==> src/rtl/dec_digit_pkg.sv <==
// Shared definitions for the serial decimal-to-binary accumulator.
//   state_t     : FSM encoding (IDLE / ACC / DONE)
//   DEC_BASE    : radix of the incoming digit stream
//   DIGIT_MINUS : code that marks a leading minus sign (signed build only)
//   DIGIT_MAX   : largest legal BCD digit
package dec_digit_pkg;

  typedef enum logic [1:0] {
    IDLE = 2'd0,
    ACC  = 2'd1,
    DONE = 2'd2
  } state_t;

  localparam int         DEC_BASE    = 10;
  localparam logic [3:0] DIGIT_MINUS = 4'hA;
  localparam logic [3:0] DIGIT_MAX   = 4'd9;

endpackage

==> src/rtl/mul10_add.sv <==
// Combinational step of the decimal accumulator: acc*10 + digit.
// The product is formed in W+4 bits, so it cannot wrap. The result is
// clamped to the supplied limit, and ovf is raised when clamping happens.
// Ports:
//   acc   in  W    current accumulated magnitude
//   digit in  4    incoming digit, already checked as legal by the caller
//   limit in  W    largest magnitude allowed for the current number
//   sum   out W    min(acc*10+digit, limit)
//   ovf   out 1    acc*10+digit exceeded limit
module mul10_add
  import dec_digit_pkg::*;
#(
  parameter int W = 8
) (
  input  logic [W-1:0] acc,
  input  logic [3:0]   digit,
  input  logic [W-1:0] limit,
  output logic [W-1:0] sum,
  output logic         ovf
);

  logic [W+3:0] full;

  // acc*DEC_BASE is built from shifts, so no multiplier is needed
  always_comb begin
    full = ({4'b0000, acc} << 3) + ({4'b0000, acc} << 1) + {{W{1'b0}}, digit};
    ovf  = full > {4'b0000, limit};
    sum  = ovf ? limit : full[W-1:0];
  end

endmodule

==> src/rtl/dec_digit_accum.sv <==
// Serial decimal-to-binary converter. BCD digits arrive one per d_valid/d_ready
// beat, most significant digit first, and update value = value*10 + digit.
// The beat flagged d_last ends the number. The binary result is then held on
// the o_valid/o_ready port until it is taken.
// Build option: define DEC_DIGIT_ACCUM_SIGN_EN to make a leading 4'hA a minus
// sign. The result is then two's complement with signed saturation.
// Ports:
//   clk      in   1   clock, rising edge
//   rst_b    in   1   asynchronous active-low reset
//   clr      in   1   synchronous clear, overrides every other input
//   d_valid  in   1   digit beat valid
//   d_ready  out  1   digit can be accepted (low while a result is pending)
//   digit    in   4   BCD digit
//   d_last   in   1   final digit of the number
//   o_valid  out  1   result valid, held until o_ready
//   o_ready  in   1   downstream takes the result
//   o_value  out  W   binary result
//   o_ndig   out  NW  digits accumulated into the number
//   o_err    out  1   sticky error: bad digit, overflow or too many digits
module dec_digit_accum
  import dec_digit_pkg::*;
#(
  parameter  int W          = 8,
  parameter  int MAX_DIGITS = 3,
  localparam int NW         = $clog2(MAX_DIGITS + 1)
) (
  input  logic          clk,
  input  logic          rst_b,
  input  logic          clr,
  input  logic          d_valid,
  output logic          d_ready,
  input  logic [3:0]    digit,
  input  logic          d_last,
  output logic          o_valid,
  input  logic          o_ready,
  output logic [W-1:0]  o_value,
  output logic [NW-1:0] o_ndig,
  output logic          o_err
);

  // state | meaning
  // IDLE  | waiting for the first beat of a number
  // ACC   | at least one beat taken, collecting digits
  // DONE  | result presented, waiting for o_ready

  state_t        state;
  logic [W-1:0]  acc;
  logic [NW-1:0] ndig;
  logic          err;

  logic          accept;
  logic [W-1:0]  limit;
  logic [W-1:0]  mul_sum;
  logic          mul_ovf;
  logic [W-1:0]  acc_nx;
  logic [NW-1:0] ndig_nx;
  logic          err_nx;
  logic [W-1:0]  val_nx;

  assign accept = d_valid && d_ready;
  assign o_ndig = ndig;
  assign o_err  = err;

`ifdef DEC_DIGIT_ACCUM_SIGN_EN
  logic neg;
  logic neg_nx;
  logic is_minus;

  // Only the first beat of a number can be a sign. Later 4'hA codes fall
  // through to the bad-digit check.
  assign is_minus = (state == IDLE) && (digit == DIGIT_MINUS);
  // A negative number may reach magnitude 2^(W-1), because -2^(W-1) is representable
  assign limit    = neg ? {1'b1, {(W-1){1'b0}}} : {1'b0, {(W-1){1'b1}}};
`else
  assign limit    = {W{1'b1}};
`endif

  mul10_add #(.W(W)) u_mul10_add (
    .acc   (acc),
    .digit (digit),
    .limit (limit),
    .sum   (mul_sum),
    .ovf   (mul_ovf)
  );

  // Next accumulator contents for an accepted beat
  always_comb begin
    acc_nx  = acc;
    ndig_nx = ndig;
    err_nx  = err;
`ifdef DEC_DIGIT_ACCUM_SIGN_EN
    neg_nx  = neg;
    if (is_minus) begin
      neg_nx = 1'b1;
      // A sign with no digits after it is not a number
      if (d_last) err_nx = 1'b1;
    end else
`endif
    if (digit > DIGIT_MAX) begin
      err_nx = 1'b1;
    end else if (ndig == NW'(MAX_DIGITS)) begin
      err_nx = 1'b1;
    end else begin
      acc_nx  = mul_sum;
      ndig_nx = ndig + NW'(1);
      if (mul_ovf) err_nx = 1'b1;
    end
    val_nx = acc_nx;
`ifdef DEC_DIGIT_ACCUM_SIGN_EN
    if (neg_nx) val_nx = ~acc_nx + W'(1);
`endif
  end

  always_ff @(posedge clk or negedge rst_b) begin
    if (!rst_b) begin
      state   <= IDLE;
      acc     <= '0;
      ndig    <= '0;
      err     <= 1'b0;
      o_valid <= 1'b0;
      o_value <= '0;
      d_ready <= 1'b1;
`ifdef DEC_DIGIT_ACCUM_SIGN_EN
      neg     <= 1'b0;
`endif
    end else if (clr) begin
      state   <= IDLE;
      acc     <= '0;
      ndig    <= '0;
      err     <= 1'b0;
      o_valid <= 1'b0;
      o_value <= '0;
      d_ready <= 1'b1;
`ifdef DEC_DIGIT_ACCUM_SIGN_EN
      neg     <= 1'b0;
`endif
    end else begin
      case (state)
        IDLE, ACC: begin
          if (accept) begin
            acc  <= acc_nx;
            ndig <= ndig_nx;
            err  <= err_nx;
`ifdef DEC_DIGIT_ACCUM_SIGN_EN
            neg  <= neg_nx;
`endif
            if (d_last) begin
              state   <= DONE;
              o_valid <= 1'b1;
              o_value <= val_nx;
              d_ready <= 1'b0;
            end else begin
              state <= ACC;
            end
          end
        end
        DONE: begin
          // d_ready stays low through the handshake cycle. Intake restarts next cycle.
          if (o_ready) begin
            state   <= IDLE;
            acc     <= '0;
            ndig    <= '0;
            err     <= 1'b0;
            o_valid <= 1'b0;
            o_value <= '0;
            d_ready <= 1'b1;
`ifdef DEC_DIGIT_ACCUM_SIGN_EN
            neg     <= 1'b0;
`endif
          end
        end
        default: begin
          state   <= IDLE;
          d_ready <= 1'b1;
          o_valid <= 1'b0;
        end
      endcase
    end
  end

endmodule
==> config.mk <==
export PLATFORM = sky130hd
export DESIGN_NAME = dec_digit_accum
export DESIGN_NICKNAME = d
export VERILOG_FILES = /design/src/rtl/dec_digit_pkg.sv /design/src/rtl/mul10_add.sv /design/src/rtl/dec_digit_accum.sv
export SDC_FILE = /design/constraint.sdc
export NUM_CORES = 1
export LEC_CHECK = 0
export ABC_CLOCK_PERIOD_IN_PS = 3300
export CAP_MARGIN = 30
export CORE_MARGIN = 2
export CORE_UTILIZATION = 45
export DETAILED_ROUTE_END_ITERATION = 10
export GPL_TIMING_DRIVEN = 0
export HOLD_SLACK_MARGIN = 0.08
export PLACE_DENSITY = 0.78
export RECOVER_POWER = 100
export SETUP_SLACK_MARGIN = 0.3
export SLEW_MARGIN = 20
export SYNTH_ARGS = -nofsm -noshare
export SYNTH_HDL_FRONTEND = slang
export SYNTH_SLANG_ARGS = --single-unit
==> constraint.sdc <==
create_clock -name clk -period 3.3 [get_ports clk]
set_input_delay 0.495 -clock clk [delete_from_list [all_inputs] [get_ports clk]]
set_output_delay 0.495 -clock clk [all_outputs]
set_load 0.03 [all_outputs]
# ---- After elaboration in Yosys (flattened, before gate mapping)
# Index checks and enable logic that the tools add are counted.
dict set report totals {
  ramBits 0
  mem_bits_ro 0
  latchBits 0
  n_memories 0
  regBits 23
  output_inout_bits 13
}
dict set report classes {
  n_mul 0
  n_reduce_logical 10
  div_mod_pow 0
  n_eq_ne 9
  bitwise_logic 0
  shifts 0
  n_mux 37
  n_addsub 3
  order_cmp 2
}
# cell count
set op_table {}
lappend op_table {{$mux 8} 9}
lappend op_table {{$pmux 8 s2} 2}
lappend op_table {{$mux 2} 8}
lappend op_table {{$ne 3x3->1 const B} 5}
lappend op_table {{$mux 1} 13}
lappend op_table {{$add 11x9->12} 1}
lappend op_table {{$add 12x4->12} 1}
lappend op_table {{$gt 12x8->1 const B} 1}
lappend op_table {{$pmux 2 s2} 2}
lappend op_table {{$reduce_and 4->1} 2}
lappend op_table {{$pmux 1 s2} 3}
lappend op_table {{$reduce_and 3->1} 2}
lappend op_table {{$ne 5x5->1 const B} 1}
lappend op_table {{$reduce_and 5->1} 1}
lappend op_table {{$eq 2x2->1 const B} 2}
lappend op_table {{$gt 4x4->1 const B} 1}
lappend op_table {{$reduce_bool 3->1} 1}
lappend op_table {{$add 2x1->2 const B} 1}
lappend op_table {{$eq 2x1->1 const B} 1}
lappend op_table {{$logic_not 2->1} 1}
lappend op_table {{$reduce_and 2->1} 1}
lappend op_table {{$reduce_or 2->1} 1}
lappend op_table {{$logic_and 1x1->1} 1}

# ---- Depth between registers and ports, before layout
# Gate-level depths: netlist of the first run.
dict set report logic_depth {
  depth_word 10
  ltp_mapped 10
  depth_no_buf 9
}

# ---- By module
# From an unflattened synthesis of the first run, not the netlist that was laid out.
dict set report unflattened {
  cells_unflattened 191
  hier_area_um2 1975.6
}
# module cells_per_inst instances seq_area_each_um2 area_each_um2
set by_module_without_submodules {}
lappend by_module_without_submodules {dec_digit_accum 97 1 576.8 1169.9}
lappend by_module_without_submodules {mul10_add 94 1 0.0 805.8}

# ---- Worst setup path after synthesis of the first run
# No wires, ideal clock.
dict set report synth_path {
  path_kind {input port to flip-flop}
  from {input port digit[3]}
  to {register err (netlist: o_err)}
  t_required_ps 3167
  path_stages 9
  setup_slack_ps 571
  n_path_buf 1
  arrival_time_ps 2596
  path_cell_list {fa_1 -> fa_1 -> a21oi_1 -> nor2_1 -> nor4_1 -> o22ai_2 -> buf_6 -> o31ai_1 -> o21ai_0}
}
dict set report synth_via {
  elab_chain_cells 5
  word_cells_on_any_way 9
}
# item line
set synth_lines {}
lappend synth_lines {{start, declared} dec_digit_accum.sv:32} ;# input logic [3:0] digit,
lappend synth_lines {{parallel branches: the longest is 5 deep, another holds $add 12x4->12} n/a}
lappend synth_lines {{end signal, assigned} dec_digit_accum.sv:143} ;# err <= err_nx;
lappend synth_lines {{end, declared} dec_digit_accum.sv:49} ;# logic err;
# Several ways; the timed one is not identified. The select of a mux whose other input is x is not followed.
# A chain may end at the register's enable or synchronous reset.

# ---- Worst setup path after layout of the first run
dict set report layout_path {
  from {input port digit[2]}
  to {register acc[1]}
}
dict set report layout_via {
  elab_chain_cells 8
  word_cells_on_any_way 9
}
# item line
set layout_lines {}
lappend layout_lines {{$add 12x4->12} mul10_add.sv:26} ;# full = ({4'b0000, acc} << 3) + ({4'b0000, acc} << 1) + {{W{1'b0}}, digit};
lappend layout_lines {{$gt 12x8->1} mul10_add.sv:27} ;# ovf = full > {4'b0000, limit};
lappend layout_lines {{$mux 8} mul10_add.sv:28} ;# sum = ovf ? limit : full[W-1:0];
lappend layout_lines {{$mux 8} dec_digit_accum.sv:101} ;# end else if (ndig == NW'(MAX_DIGITS)) begin
lappend layout_lines {{$mux 8 *} dec_digit_accum.sv:99} ;# if (digit > DIGIT_MAX) begin
lappend layout_lines {{$mux 8 *} dec_digit_accum.sv:140} ;# if (accept) begin
lappend layout_lines {{$pmux 8 s2 *} dec_digit_accum.sv:138} ;# case (state)
lappend layout_lines {{$mux 8 *} dec_digit_accum.sv:126} ;# end else if (clr) begin
lappend layout_lines {{end signal, assigned} dec_digit_accum.sv:141} ;# acc <= acc_nx;
lappend layout_lines {{end, declared} dec_digit_accum.sv:47} ;# logic [W-1:0] acc;
# Mark *: on every way between the ends. The rest lies on a longest branch, timed or not. The select of a mux whose other input is x is not followed.

==> results by group, run 1 <==
Power
  – Pleak: about 0.92 nW
  – Tot Pwr: ~1 mW
  – Max VDD drop: roughly 0.22 mV
  – P per Cell Area: between 500 and 600 mW/mm^2

Placed design
  – GP Congestion: between 0.8 and 0.9
  – Post-placement cell count: roughly 250
  – DP Wirelength: roughly 2.7 mm
  – Pre-CTS WS: -0.108 ns
  – Input/output buffers: 21

Global routing
  – Vias in the first global route: 1332
  – GRT Total Usage: 0.183
  – Number of antenna violations at the first check in global routing: 0
  – Grt total ovfl: 0
  – Largest net degree at the start of global routing: 17
  – First-pass GRT wire length: 5.96 mm

Clock tree
  – Worst skew pair latency: between 0.3 and 0.4 ns
  – Clk slew on worst S/H paths: 0.12 ns
  – Clk Tree Root Cell: clkbuf_4
  – Clock buffer depth: 2
  – H-tree levels: 1
  – Total CTS buffers: 3
  – CTS sink count: 23
  – CTS tree: built

Timing
  – Final setup viols: 0
  – Worst setup margin: 0.292 ns
  – FMAX: roughly 330 MHz
  – Hold WS: around 0.49 ns
  – Final Slew Violations: 0
  – Setup tns final: 0 ns
  – Final worst path period share: 0.911
  – Worst slew pin tran: approximately 0.85 ns
  – Hold Vio Cnt, Final: 0
  – Slew headroom: 0.435
  – Final min period: ~3 ns
  – Clock skew: 0.00148 ns
  – RSZ-0062 raised after global routing: no

Logic synthesis
  – YS warnings: 0
  – Sequential element share of the synthesized area: 0.363
  – Syn_nets: roughly 210
  – Syn_area_per_cell: approximately 8.9 sq um
  – Cell count after synthesis: 178
  – Main flop type after synthesis: dfrtp_1
  – Synth unique cells: 33
  – Number of synthesized flops with an enable pin: 0
  – Yosys reg bits: 23
  – Ys async rst share: 1.00
  – Mapped cell area: between 0.0015 and 0.002 sq mm

Worst setup path
  – CP most frequent cell: ha_1
  – Crit Path Category: input pin to register
  – Req. time, crit path: 3.54 ns
  – CP peak stage delay: 0.55 ns
  – Startpoint types: input pin
  – Crit end category: register
  – Critical path arrival: 3.24 ns
  – Crit Path Max Fanout: 10
  – Reg2reg path depth: 9
  – Slowest stage cell, crit path: dlygate4sd3_1
  – Worst path cell trace: dlygate4sd3_1 -> ha_1 -> ha_1 -> fa_1 -> a21oi_1 -> nor2_1 -> o31a_1 -> o22ai_4 -> buf_6 -> nor3_1 -> o21ai_0

Drt
  – Post-DRT Antenna Nets: 0
  – Pre-Repair DR Iteration Count: 4
  – DRT iter0 DRCs: 36
  – DRC: 0
  – Vias per inst: around 5.6
  – Routed WL: approximately 3.5 mm
  – Vias: 1412
  – Average wire per standard cell: 13.8 um

Cells and area
  – Final instance count without filler cells: between 200 and 300
  – Most frequent cells in the layout: nand2_1 (28), o21ai_0 (27), dfrtp_1 (22)
  – # diodes: 0
  – Commonest non-fill, non-tap cell in the layout: nand2_1
  – Final nets: roughly 230
  – Ratio of cells with drive above 1 in the final layout: 0.0878
  – Layout area overhead: 20.4%
  – Fillcell total: 340

Die
  – Die width: approximately 63 um
  – Initial Util: 0.473
  – Die area: about 0.0040 sq mm
  – Row cnt: 21
  – Placeable Area: 0.00336 sq mm
  – I/O pins: 23
  – Die Height: between 60 and 70 um

Min path
  – Hold Crit Depth: 2
  – Worst min path class: register to register

Run
  – Max Cap Violations: 0

Status
  – Status: completed
## cells by family (layout without fill, tap and decap cells)
group,Yosys count,count (layout),synth area share
adders and majority gates,18,18,0.151
xor gates and xnor gates,4,4,0.0220
DFF,23,23,0.363
muxes,1,1,0.0142
buffers and inverters,7,34,0.0307
and+or+nand+nor,70,70,0.212
AOI/OAI and AO/OA,55,55,0.207
## power breakdown
part	internal [mW]	leakage, nW	switching, mW
clock network	0.0473	0.0150	0.0843
logic	0.212	0.592	0.286
registers	0.319	0.310	0.0386
total	0.578	0.917	0.408
## state kept, by name, summed over array words and instances (netlist names)
name / count
acc: 8
o_value: 8
o_ndig: 2
state: 2
d_ready: 1
o_err: 1
o_valid: 1
## metal layers
layer,global-route usage,share of wire
met5,0,0
met4,0.0652,0.018
met3,0.0143,0.032
met2,0.293,0.44
met1,0.259,0.51
## per-stage QoR
| step | cell area, sq um | util |
|---|---|---|
| detailed placement | 1870 | 0.557 |
| CTS | 1920 | 0.570 |
| finish | 1910 | 0.569 |
| global route | 1910 | 0.569 |
| floorplan | 1590 | - |
| global placement | 1860 | 0.552 |
## area by class of cell
type,count,area (sq um),share of cell area
sequential,23,577,0.301
buffer,6,45.0,0.0235
inverter,1,3.75,0.00196
multi-input combinational,148,983,0.514
clock buffer,4,26.3,0.0137
timing repair buffer,23,221,0.116
tap,46,57.6,0.0301
## cell usage after synthesis, types with 3 or more instances
cell type  count  share of area
a21oi_1       13          0.041
o21ai_0       18          0.057
dfrtp_1       22           0.35
a21o_1         4          0.019
xor2_1         3          0.017
nor3_1        12          0.038
clkbuf_1       3         0.0071
nand2_1       28          0.066
nor4_1         8          0.031
nor2b_1        4          0.016
nand3_1        4          0.013
o21ai_1       11          0.035
buf_6          3          0.021
ha_1          16           0.13
nor2_1         7          0.017
## critical path: cells and delay by family
family,cells,cell delay (ns)
buf+inv,2,0.75
fa+ha+maj,3,0.95
simple gates,2,0.14
compound gates,4,0.92
## final timing paths
path | from | endpoint | slack, ns
hold reg to reg | o_value[3] | o_value[3] | 0.49
min in group asynchronous | rst_b | o_value[7] | 0.50
setup / recovery | digit[2] | acc[1] | 0.29
max in group asynchronous | rst_b | acc[4] | 1.74
setup reg to reg | acc[0] | acc[1] | 0.47
hold / removal | o_value[3] | o_value[3] | 0.49
## what timing repair did
item / CTS / global route
endpoints found under the setup margin: 9 / 12
resized for setup: 2 / 2
setup buffers: 1 / 0
hold buffers: 0 / 0
pin swaps: 1 / 3
Note: power is estimated with default switching activity, not from simulation.
==> run 2: changes to the inputs <==
Settings changed: CAP_MARGIN 30 to unset.
==> results by group, run 2 (synthesized netlist as in run 1, its figures left out) <==
Drt
  – Met1 Routed Length: 1.72 mm (-1.9%)
  – Met2 Wirelength: 1.57 mm (+3.0%)
  – Average wire per standard cell: 13.8 um (+0.29%)
  – Post-DRT Antenna Nets: 0 (unchanged)
  – DRC: 0 (unchanged)
  – WL met3: 105 um (-5.4%)
  – Pre-Repair DR Iteration Count: 4 (unchanged)
  – DRT iter0 DRCs: 57 (+58%)
  – Vias per inst: 5.69 (+1.1%)
  – Top routing layer used: met4
  – Routed WL: 3.46 mm (+0.29%)
  – Vias: 1428 (+1.1%)

Worst setup path
  – Crit Path Max Fanout: 5 (-5)
  – Setup slack, reg-to-reg: 0.53 ns (+0.06 ns)
  – CP peak stage delay: 0.55 ns (about the same)
  – Worst setup path startpoint: digit[2]
  – CP most frequent cell: ha_1
  – Slowest stage cell, crit path: dlygate4sd3_1
  – Worst path cell trace: dlygate4sd3_1 -> ha_1 -> ha_1 -> fa_1 -> a21oi_1 -> nor2_1 -> o31a_1 -> o22ai_4 -> buf_4 -> nor4_2 -> o21ai_0
  – Reg2reg start: acc[0]
  – Reg2reg end: o_value[2]
  – Req. time, crit path: 3.54 ns (about the same)
  – Critical path arrival: 3.19 ns (-0.05 ns)
  – Startpoint types: input pin
  – Reg2reg path depth: 9 (unchanged)
  – Crit path to: o_value[2]
  – Crit Path Category: input pin to register
  – Crit end category: register

Timing
  – Worst slew pin tran: 1.16 ns (+0.314 ns)
  – Slew headroom: 0.225 (-0.209)
  – Final setup viols: 0 (unchanged)
  – Hold Vio Cnt, Final: 0 (unchanged)
  – Clock skew: 0.00194 ns (+0.000459 ns)
  – Final worst path period share: 0.896 (-0.0155)
  – Worst setup margin: 0.344 ns (+0.0513 ns)
  – RSZ-0062 raised after global routing: no
  – Final Slew Violations: 0 (unchanged)
  – Final min period: 2.96 ns (-0.0513 ns)
  – FMAX: 338 MHz (+1.7%)

Cells and area
  – # diodes: 0 (unchanged)
  – Design area: 0.00193 sq mm (+0.98%)
  – Final nets: 234 (unchanged)
  – Ratio of cells with drive above 1 in the final layout: 0.107 (+0.0195)
  – Most frequent cells in the layout: nand2_1 (28), o21ai_0 (24), dfrtp_1 (22)
  – Commonest non-fill, non-tap cell in the layout: nand2_1
  – Layout area overhead: 21.6%
  – Post-route core utilization: 0.575 (+0.00558)
  – Biggest regs: acc: 8 flops, o_value: 8 flops

Die
  – Die area: 0.00403 sq mm (unchanged)
  – Initial Util: 0.473 (unchanged)
  – Placeable Area: 0.00336 sq mm (unchanged)
  – Die width: 63.4 um (unchanged)
  – I/O pins: 23 (unchanged)
  – Die Height: 63.4 um (unchanged)
  – Row cnt: 21 (unchanged)

Global routing
  – First-pass GRT wire length: 6.07 mm (+1.9%)
  – Largest net degree at the start of global routing: 24 (+7)
  – GRT Total Usage: 0.186 (+0.00317)
  – Number of antenna violations at the first check in global routing: 0 (unchanged)
  – Grt total ovfl: 0 (unchanged)
  – Vias in the first global route: 1350 (+1.4%)

Min path
  – Worst min path class: input pin to asynchronous set/reset pin

Power
  – Clock group share of total power: 0.130 (-0.003)
  – Internal: 0.588 mW (+1.8%)
  – Combinational cell fraction of total power: 0.516 (+0.011)
  – Switch Pwr: 0.418 mW (+2.4%)
  – P per Cell Area: 521 mW/mm^2 (+1.0%)
  – Pleak: 0.918 nW (+0.10%)
  – Max VDD drop: 0.213 mV (-3.7%)
  – Seq pwr share: 0.354 (-0.008)
  – Switching part of the total: 0.415 (+0.00136)

Clock tree
  – Clock buffer depth: 2 (unchanged)
  – Clk Tree Root Cell: clkbuf_4
  – Clk slew on worst S/H paths: 0.12 ns (about the same)
  – H-tree levels: 1 (unchanged)
  – CTS tree: built
  – Total CTS buffers: 3 (unchanged)
  – CTS sink count: 23 (unchanged)
  – Worst skew pair latency: 0.31 ns (about the same)

Placed design
  – Input/output buffers: 21 (unchanged)
  – GP Congestion: 0.820 (unchanged)
  – DP Area: 0.00186 sq mm (-0.80%)
  – Pre-CTS WS: -0.0949 ns (+0.0132 ns)
  – DP Wirelength: 2.69 mm (about the same)

Status
  – Status: completed

Run
  – Max Cap Violations: 0 (unchanged)
run 2: changes by cell type in the layout (fill, tap and decap cells not counted):
cell and change:
nor4_1 -4, nor4_2 +4, o21ai_0 -3, o21ai_1 +3, buf_4 +1, clkbuf_1 +1, clkbuf_4 -1, dlygate4sd3_1 -1
run 2: worst min path at each step:
stage | startpoint | end | cells past startpoint
final | rst_b | acc[7] | 1
after global routing | rst_b | state[0] | 1
after CTS | o_value[7] | o_value[7] | 2
after detailed placement | o_value[7] | o_value[7] | 2
after global placement | o_value[7] | o_value[7] | 2
after floorplan | rst_b | acc[0] | 0
run 2: stage by stage:
step                setup TNS, ns  power [mW]  hold slack (ns)  cells
global placement           -0.103       0.839            0.468    245
detailed placement         -0.496       0.854            0.477    245
CTS                             0        1.00            0.504    251
global route                    0        1.08            0.476    251
floorplan                       0       0.715            0.199    178
finish                          0        1.01            0.381    251
run 2: area by class of cell:
class / instances / area [sq um]
sequential: 23 / 577
clock buffer: 4 / 26.3
timing repair buffer: 23 / 215
inverter: 1 / 3.75
multi-input combinational: 148 / 1010
fill: 336 / 1430
tap: 46 / 57.6
buffer: 6 / 45.0
run 2: what timing repair did:
action / in CTS / in global routing
hold buffers: 0 / 0
endpoints found under the setup margin: 9 / 14
buffers inserted: 2 / 0
gates resized for setup: 1 / 7
cloned: 0 / 0
pin swaps: 1 / 3
run 2: power by group through the flow:
stage          registers [mW]  logic, mW  clock network (mW)
6_report                0.357      0.519               0.131
5_1_grt                 0.362      0.576               0.143
3_5_place_dp            0.363      0.491                   0
4_1_cts                 0.357      0.514               0.129
2_1_floorplan           0.390      0.325                   0
3_3_place_gp            0.360      0.479                   0
run 2: critical path, delay by kind of cell:
kind | cells | cell delay, ns
compound gates | 4 | 0.88
fa+ha+maj | 3 | 0.95
buf+inv | 2 | 0.74
simple gates | 2 | 0.13
run 2: per-layer routing:
metal | vias to the layer above | global-route usage
met5 | - | 0
met4 | 0 | 0.0679
met3 | 7 | 0.0143
met2 | 35 | 0.301
met1 | 675 | 0.261
li1 | 711 | -
